[src/rtl/lfi_pkg.sv]
// Purpose: shared widths, rate-port state encoding and saturating add for the Lfi spike decoder.
// Latency: none (types, constants and a pure function only).
// Backpressure: not applicable.
package lfi_pkg;

    localparam int            CURRENT_W   = 8;
    localparam logic [7:0]    CURRENT_MAX = 8'hFF;

    typedef enum logic {
        RATE_EMPTY = 1'b0,
        RATE_FULL  = 1'b1
    } rate_state_e;

    // 8-bit unsigned add that clamps at CURRENT_MAX instead of wrapping.
    function automatic logic [7:0] sat_add8(input logic [7:0] a, input logic [7:0] b);
        logic [8:0] sum;
        sum = {1'b0, a} + {1'b0, b};
        return sum[8] ? CURRENT_MAX : sum[7:0];
    endfunction

endpackage

[src/rtl/lfi_syn_current.sv]
// Purpose: spike rising-edge detect plus leaky, saturating synaptic-current integrator.
// Latency: event in cycle n shows on current_o in cycle n+1; evt_o is same-cycle, internal use only.
// Backpressure: none; accepts a spike sample every cycle.
module lfi_syn_current
    import lfi_pkg::*;
#(
    parameter int DECAY_SHIFT = 3
) (
    input  logic                 clk_i,
    input  logic                 rst_n,
    input  logic                 en_i,
    input  logic                 spike_i,
    input  logic [CURRENT_W-1:0] weight_i,
    output logic [CURRENT_W-1:0] current_o,
    output logic                 evt_o
);

    logic                 spike_q;
    logic [CURRENT_W-1:0] cur_q;
    logic [CURRENT_W-1:0] cur_d;
    logic [CURRENT_W-1:0] dec;
    logic [CURRENT_W-1:0] add;

    assign evt_o = spike_i & ~spike_q;

    // Leak is at least 1 while nonzero so small currents drain to 0 instead of stalling.
    always_comb begin
        dec = cur_q >> DECAY_SHIFT;
        if (dec == '0 && cur_q != '0) begin
            dec = 8'd1;
        end
        add   = (evt_o & en_i) ? weight_i : '0;
        cur_d = sat_add8(cur_q - dec, add);
    end

    // Spike history tracks the line even while disabled; current leaks every cycle.
    always_ff @(posedge clk_i) begin
        if (!rst_n) begin
            spike_q <= 1'b0;
            cur_q   <= '0;
        end else begin
            spike_q <= spike_i;
            cur_q   <= cur_d;
        end
    end

    assign current_o = cur_q;

endmodule

[src/rtl/lfi_spike_decoder.sv]
// Purpose: turns an Lfi spike train into a synaptic current and a windowed spike-rate count.
// Latency: current_o 1 cycle after the event; rate_o/rate_valid_o 1 cycle after the window's last cycle.
// Backpressure: valid/ready on rate_o; an unaccepted result is overwritten at the next window close and overrun_o latches.
module lfi_spike_decoder
    import lfi_pkg::*;
#(
    parameter int WINDOW_CYCLES = 256,
    parameter int DECAY_SHIFT   = 3,
    parameter int CNT_W         = 8
) (
    input  logic                 clk_i,
    input  logic                 rst_n,
    input  logic                 en_i,
    input  logic                 spike_i,
    input  logic [CURRENT_W-1:0] weight_i,
    output logic [CURRENT_W-1:0] current_o,
    output logic [CNT_W-1:0]     rate_o,
    output logic                 rate_valid_o,
    input  logic                 rate_ready_i,
    output logic                 overrun_o
);

    localparam int WIN_W = (WINDOW_CYCLES > 2) ? $clog2(WINDOW_CYCLES) : 1;
    localparam logic [WIN_W-1:0] WIN_LAST = WIN_W'(WINDOW_CYCLES - 1);

    logic              evt;
    logic              cnt_evt;
    logic              terminal;

    logic [WIN_W-1:0]  win_cnt_q, win_cnt_d;
    logic [CNT_W-1:0]  spk_cnt_q, spk_cnt_d;
    logic [CNT_W-1:0]  spk_cnt_inc;
    logic [CNT_W-1:0]  rate_q, rate_d;
    logic              overrun_q, overrun_d;
    rate_state_e       state_q, state_d;

    lfi_syn_current #(
        .DECAY_SHIFT (DECAY_SHIFT)
    ) u_syn_current (
        .clk_i     (clk_i),
        .rst_n     (rst_n),
        .en_i      (en_i),
        .spike_i   (spike_i),
        .weight_i  (weight_i),
        .current_o (current_o),
        .evt_o     (evt)
    );

    assign cnt_evt  = evt & en_i;
    assign terminal = en_i & (win_cnt_q == WIN_LAST);

    // Spike count including this cycle's event, held at all-ones once full.
    always_comb begin
        spk_cnt_inc = spk_cnt_q;
        if (cnt_evt && spk_cnt_q != '1) begin
            spk_cnt_inc = spk_cnt_q + CNT_W'(1);
        end
    end

    // Window bookkeeping: advance only when enabled; the closing cycle's event stays in the closing window.
    always_comb begin
        win_cnt_d = win_cnt_q;
        spk_cnt_d = spk_cnt_q;
        if (terminal) begin
            win_cnt_d = '0;
            spk_cnt_d = '0;
        end else if (en_i) begin
            win_cnt_d = win_cnt_q + WIN_W'(1);
            spk_cnt_d = spk_cnt_inc;
        end
    end

    // Rate port FSM: a closing window always loads rate; overwriting an unaccepted result flags overrun.
    always_comb begin
        state_d   = state_q;
        rate_d    = rate_q;
        overrun_d = overrun_q;
        case (state_q)
            RATE_EMPTY: begin
                if (terminal) begin
                    state_d = RATE_FULL;
                    rate_d  = spk_cnt_inc;
                end
            end
            RATE_FULL: begin
                if (terminal) begin
                    rate_d = spk_cnt_inc;
                    if (!rate_ready_i) begin
                        overrun_d = 1'b1;
                    end
                end else if (rate_ready_i) begin
                    state_d = RATE_EMPTY;
                end
            end
            default: state_d = RATE_EMPTY;
        endcase
    end

    // State registers; reset drops any partial window.
    always_ff @(posedge clk_i) begin
        if (!rst_n) begin
            win_cnt_q <= '0;
            spk_cnt_q <= '0;
            rate_q    <= '0;
            overrun_q <= 1'b0;
            state_q   <= RATE_EMPTY;
        end else begin
            win_cnt_q <= win_cnt_d;
            spk_cnt_q <= spk_cnt_d;
            rate_q    <= rate_d;
            overrun_q <= overrun_d;
            state_q   <= state_d;
        end
    end

    assign rate_o       = rate_q;
    assign rate_valid_o = (state_q == RATE_FULL);
    assign overrun_o    = overrun_q;

endmodule

[config.mk]
export PLATFORM = sky130hd
export DESIGN_NAME = lfi_spike_decoder
export DESIGN_NICKNAME = d
export VERILOG_FILES = /design/src/rtl/lfi_pkg.sv /design/src/rtl/lfi_syn_current.sv /design/src/rtl/lfi_spike_decoder.sv
export SDC_FILE = /design/constraint.sdc
export NUM_CORES = 1
export LEC_CHECK = 0
export CAP_MARGIN = 30
export CORE_ASPECT_RATIO = 0.75
export CORE_MARGIN = 2
export CORE_UTILIZATION = 57
export CTS_CLUSTER_SIZE = 30
export DETAILED_ROUTE_END_ITERATION = 10
export PLACE_DENSITY = 0.89
export SKIP_CTS_REPAIR_TIMING = 1
export SLEW_MARGIN = 20
export SYNTH_ARGS = -nofsm -noshare
export SYNTH_HDL_FRONTEND = slang
export SYNTH_SLANG_ARGS = --single-unit
[constraint.sdc]
create_clock -name clk_i -period 7.5 [get_ports clk_i]
set_input_delay 1.5 -clock clk_i [delete_from_list [all_inputs] [get_ports clk_i]]
set_output_delay 1.5 -clock clk_i [all_outputs]
set_load 0.02 [all_outputs]
==> flow_summary.toml <==
[timing]
period_needed_ns = 4.227
timing.final.setup_violations = 0
final-max-slew-violation-count = 0
fin_ws_ns = 3.273
final.period_utilization_pct = 56.36
slew-limit-headroom_pct = 51.71
peak_freq_ghz = 0.2366
hold_violations = 0
clock_skew_ns = 0.004235
fin_tns_setup_ns = 0
worst_pin_slew_ns = 0.7062
grt_setup_unrepaired = "false"

[logic_synthesis]
mappedNetlistArea_sq_um = 1963
prevailing_post_synth_register_cell = "dfxtp_1"
yosys.cell_count.top_type = "dfxtp_1"
ys.warnings.count = 0
synth.lib_cells_used.distinct = 39
synth_top_area_share_pct = 35.69
ys_ff_latch = 35
synthesis.instances = 227
count_of_flip_flops_with_a_built_in_enable_after_synthesis = 0
yosys-top-cells-area = "dfxtp_1 (36%), ha_1 (9.6%), nor2_1 (5.0%)"
seq_area_frac_synth_pct = 35.69
synth.net_count = 257
syn_area_per_cell_sq_um = 8.648
postSynth.asyncResetShare_pct = 0
synth_top_area_cell = "dfxtp_1"
ys_top_cells_by_count = "dfxtp_1 (35), nor2_1 (26), ha_1 (15), inv_1 (14), nand2_1 (12)"

[floorplanning]
die_h_um = 54.83
starting_density_pct = 59.70
die_extent_in_x_um = 71.77
floorplan.die_area_sq_um = 3935
ioPinCount = 31
fp-row-count = 18
core-area_sq_um = 3288

[placed_design]
gp_routability_congestion = 0.8307
place_ws_ns = 3.017
post_dp_hpwl_mm = 3.242
place_inst = 291
buffer_ports.inserted = 30

[critical_path]
timing_worst_setup_path_type = "in2reg"
worst_ep_arrival_time_ns = 4.41
timing.critical_path.to = "u_syn_current.current_o[6]$_SDFF_PN0_"
ff2ff_setup_slack_ns = 3.40
reg2reg_to = "u_syn_current.current_o[6]$_SDFF_PN0_"
maximum_fanout_along_the_worst_path = 13
worst-r2r-cell-count = 13
critical_path.startpoint_type = "primary input"
required_ns = 7.69
worstReg2RegStart = "u_syn_current.current_o[5]$_SDFF_PN0_"
setup.worst_path.start = "en_i"
worst_setup_path_end_kind = "register"

[clock_network]
tritoncts = "yes"
clockRootBuffer = "clkbuf_8"
cts_sinks = 35
cts_max_level = 2
numCtsBuffers = 5
insertion_delay_ns = 0.29
cts.reportedPaths.clkPinSlew_ns = 0.07
clockBufferDepth = 2

[hold_path]
holdCritPathClass = "reg2reg"

[cells_and_area]
flow.area_growth_from_synthesis_pct = 21.80
layout-drive-gt1-share_pct = 4.247
antenna-diode-count = 0
finalNetCount = 288
final_std_cells_w_o_fill = 299
nFillCells = 255

[route]
route.detailed.wl_per_inst_um = 14.31
ant_nets = 0
drtPass1Iterations = 4
drtIter0Drc = 99
routed_wl_mm = 4.280
route.vias.total = 1714
post_route_drc_violation_count = 0
avgViaCountPerCell = 5.732

[grt]
via_count_of_the_first_global_routing_pass = 1581
pin_count_of_the_biggest_net_entering_global_routing = 18
antenna_violations_before_repair = 0
grt_pass1_wl_mm = 7.210
grt_remaining_overflow = 0
grt_util_all_layers_pct = 24.73

[power_and_ir_drop]
post-layout-total-power_mw = 0.9753
leakage_nw = 0.9733
vdd_ir_drop_max_mv = 0.2786
powerDensity_nw_per_um2 = 407.9

[run]
drv_cap = 0

[run_status]
status = "finished clean"
cell usage in the layout, fill, tap and decap left out, types with 2 or more instances in the layout:
| cell type | n |
|---|---|
| a211oi_1 | 6 |
| a21o_1 | 3 |
| a21oi_1 | 6 |
| and2_1 | 9 |
| and3_1 | 6 |
| and4_1 | 3 |
| clkbuf_8 | 7 |
| clkdlybuf4s50_1 | 30 |
| dfxtp_1 | 35 |
| fa_1 | 2 |
| ha_1 | 15 |
| inv_1 | 14 |
| mux2i_1 | 4 |
| nand2_1 | 12 |
| nand2b_1 | 2 |
| nand3_1 | 9 |
| nand4_1 | 2 |
| nor2_1 | 26 |
| nor2b_1 | 4 |
| nor3_1 | 5 |
| o2111ai_1 | 2 |
| o211ai_1 | 2 |
| o21a_1 | 11 |
| o21ai_0 | 2 |
| o21ai_1 | 7 |
| o41ai_1 | 3 |
| or3_1 | 2 |
| xnor2_1 | 9 |
| xor2_1 | 9 |
kinds of logic (layout without fill, tap and decap cells):
group / count (synthesis) / count (layout) / synth area share, %
compound gates: 48 / 48 / 17.08
fa+ha+maj: 17 / 17 / 11.60
simple gates: 84 / 84 / 21.54
flops: 35 / 35 / 35.69
xor+xnor: 18 / 18 / 8.031
buf+inv: 21 / 53 / 4.015
mux: 4 / 4 / 2.040
worst min path at each step:
| stage | to | cells after the start | startpoint |
|---|---|---|---|
| global placement | rate_o[3]$_SDFFE_PN0P_ | 2 | rate_o[3]$_SDFFE_PN0P_ |
| floorplan | win_cnt_q[6]$_SDFFE_PP0P_ | 2 | win_cnt_q[6]$_SDFFE_PP0P_ |
| finish | rate_o[2]$_SDFFE_PN0P_ | 2 | rate_o[2]$_SDFFE_PN0P_ |
| CTS | rate_o[2]$_SDFFE_PN0P_ | 2 | rate_o[2]$_SDFFE_PN0P_ |
| detailed placement | overrun_o$_SDFFE_PN0P_ | 1 | overrun_o$_SDFFE_PN0P_ |
| global route | overrun_o$_SDFFE_PN0P_ | 1 | overrun_o$_SDFFE_PN0P_ |
flip-flops by register name, indices dropped and copies added (netlist names):
signal,cells
overrun_o,1
rate_o,8
rate_valid_o,1
spk_cnt_q,8
u_syn_current.current_o,8
u_syn_current.spike_q,1
win_cnt_q,8
layer usage:
metal / up-vias / part of all wire (%) / global-route usage [%]
li1: 859 / - / -
met1: 807 / 51 / 34.38
met2: 41 / 44 / 37.19
met3: 7 / 4.5 / 7.735
met4: 0 / 0.96 / 6.918
met5: - / 0 / 0
metrics by stage:
stage / hold WS (ns) / area [sq um] / utilization, %
4_1_cts: 0.4653 / 2391 / 72.72
2_1_floorplan: 0.4722 / 1963 / -
6_report: 0.4619 / 2391 / 72.72
3_5_place_dp: 0.4537 / 2291 / 69.67
3_3_place_gp: 0.4497 / 2291 / 69.67
5_1_grt: 0.4938 / 2391 / 72.72
layout make-up:
cell class                 instances  area, sq um  area share (%)
inverter                          15        56.30           2.355
sequential                        35        700.7           29.30
clock buffer                       8        100.1           4.186
multi-input combinational        171         1184           49.50
tap                               40        50.05           2.093
timing repair buffer              30        300.3           12.56
worst max-delay path, cell delays in order:
cell	delay (ns)
clkdlybuf4s50_1	0.54
and3b_1	0.39
and2_1	0.23
ha_1	0.20
inv_1	0.07
fa_1	0.20
nor2b_1	0.06
o21a_1	0.18
a311o_2	0.42
a221o_2	0.41
o21a_1	0.21
where the power goes:
part | internal [mW] | total, mW | leakage (nW) | switching (mW)
combinational | 0.267 | 0.595 | 0.637 | 0.328
sequential | 0.209 | 0.231 | 0.285 | 0.0223
clock | 0.0837 | 0.149 | 0.0515 | 0.0654
total | 0.560 | 0.975 | 0.973 | 0.415
(Power assumes the default switching activity.)
==> RTL edit, RTL diff (config.mk and constraints unchanged) <==
The parameter `WINDOW_CYCLES` goes from 256 to 512.
--- a/src/rtl/lfi_spike_decoder.sv
+++ b/src/rtl/lfi_spike_decoder.sv
@@ -6,3 +6,3 @@
 #(
-    parameter int WINDOW_CYCLES = 256,
+    parameter int WINDOW_CYCLES = 512,
     parameter int DECAY_SHIFT   = 3,
Behaviour: same outputs for any inputs over 10 cycles, from zero or initial values and one cycle with rst_n low; that may be too few to reach the edited logic, so the function may still have changed.
==> RTL edit against the original RTL <==
Routed wire length fell by 1.9%. Die area up 4.8%. Sequential cell count grew 1. Total power shrank 2.8%. Sequential power up 2%. Cell area grew 3.6%. Synthesized area is 5.2% higher. Worst setup slack lost 70 ps. Critical path type unchanged. Largest cell class unchanged. Highest routed layer unchanged.
==> RTL edit: results (changes against the original RTL) <==
status:
  outcome: "finished clean"
place:
  hpwl_um: 3150  # -2.8%
  placedCellCount: 307  # +5.5%
  post_dp_cell_area_mm2: 0.00238  # +4.0%
  gp_congestion: 0.870  # +4.8%
final_layout:
  buf_share_pct: 12.1  # -0.44 points
  drive_above_1_share_pct: 4.00  # -0.25 points
  antenna_cells: 0  # unchanged
  clock_tree_area_fraction_pct: 3.79  # -0.40 points
  synthToLayoutAreaGrowth_pct: 20.0
  num-nonclk-inverters: 13  # -2
  nFillCells: 263  # +3.1%
  instances_no_fill: 315  # +5.4%
  clkbuf_count: 7  # -1
  seq_share_pct: 29.1  # -0.21 points
  multi_input_comb_cells: 188  # +9.9%
yosys:
  ys_seq_elements: 36  # +2.9%
  syn_nets: 276  # +7.4%
  synthTopCellsByArea: "dfxtp_1 35%, ha_1 9.7%, nor2_1 4.7%, and2_1 4.2%, o21a_1 4.0%"
  yosys.cell_types.count: 44  # +13%
  ys_seq_area_share_pct: 34.9  # -0.78 points
  yosys-top-cells-count: "36 x dfxtp_1, 26 x nor2_1, 19 x nand2_1, 16 x ha_1, 14 x and2_1"
  synth_cells: 245  # +7.9%
min_path:
  min_to: "rate_o[3]"
  hold_start: "rate_o[3]"
global_route:
  grt_pass1_wl_um: 7160  # -0.76%
  grt_max_degree: 22  # +4
  grt_usage_pct: 22.3  # -2.4 points
  first_global_vias: 1534  # -3.0%
worst_setup_path:
  cp_slowest_stage_delay_ps: 610  # +70 ps
  crit_arrival_ps: 4470  # +60 ps
  cp_max_fo: 11  # -2
  reg2reg_to: "u_syn_current.current_o[3]"
sta:
  fin_crit_ps: 4300  # +70.3 ps
  tightest_slew_ps: 625  # -81.0 ps
  worst_hold_slack_ps: 452  # -9.49 ps
  finClkSkew_ps: 6.67  # +2.43 ps
detailed_routing:
  vias_per_cell: 5.65  # -1.4%
  wl_per_cell_um: 13.3  # -6.9%
  drt_iter0_markers: 76  # -23%
power:
  ir_worst_vdd_mv: 0.258  # -7.5%
==> RTL edit: power groups by stage <==
stage | clock [µW] | combinational [µW] | sequential, µW
final | 141 | 572 | 236
after global routing | 151 | 640 | 239
after CTS | 141 | 569 | 236
after detailed placement | 0 | 561 | 240
after global placement | 0 | 555 | 240
after floorplan | 0 | 405 | 257
==> RTL edit: how the worst max path moves through the flow <==
stage,start,to,slack [ps],depth (start not counted)
2_1_floorplan,en_i,u_syn_current.current_o[2],3610,12
3_3_place_gp,en_i,u_syn_current.current_o[5],3010,11
3_5_place_dp,en_i,u_syn_current.current_o[3],2930,11
4_1_cts,en_i,u_syn_current.current_o[6],3220,11
5_1_grt,en_i,u_syn_current.current_o[6],3110,11
6_report,en_i,u_syn_current.current_o[3],3200,11
==> RTL edit: kinds of logic (layout without fill, tap and decap cells) <==
family | count (synthesis) | count (layout) | share of synthesized area (%)
and+or+nand+nor | 93 | 93 | 22.2
DFF | 36 | 36 | 34.9
buffers and inverters | 21 | 51 | 3.88
adders and majority gates | 18 | 18 | 11.6
AOI/OAI and AO/OA | 56 | 56 | 18.1
xor gates and xnor gates | 15 | 15 | 6.36
muxes | 6 | 6 | 2.91
==> RTL edit: per-layer routing <==
layer	GRT usage [%]	wire length, µm	share of wire, %	vias to the layer above
met5	0	0	0	-
met4	4.68	21	0.50	0
met3	6.52	200	4.8	2
met2	31.0	1780	42	41
met1	33.9	2200	52	826
li1	-	-	-	911
==> RTL edit: worst register-to-register path, cell delays in order (launching register included) <==
cell      delay, ps
dfxtp_1         360
inv_1           130
nand4_1         100
o21bai_1        150
ha_1            190
inv_1            60
fa_1            410
a21o_1          170
a21oi_1         220
xnor2_1         180
ha_1            320
a21oi_1         160
nor2b_1          60
a311o_2         390
a221o_2         400
o21a_1          210
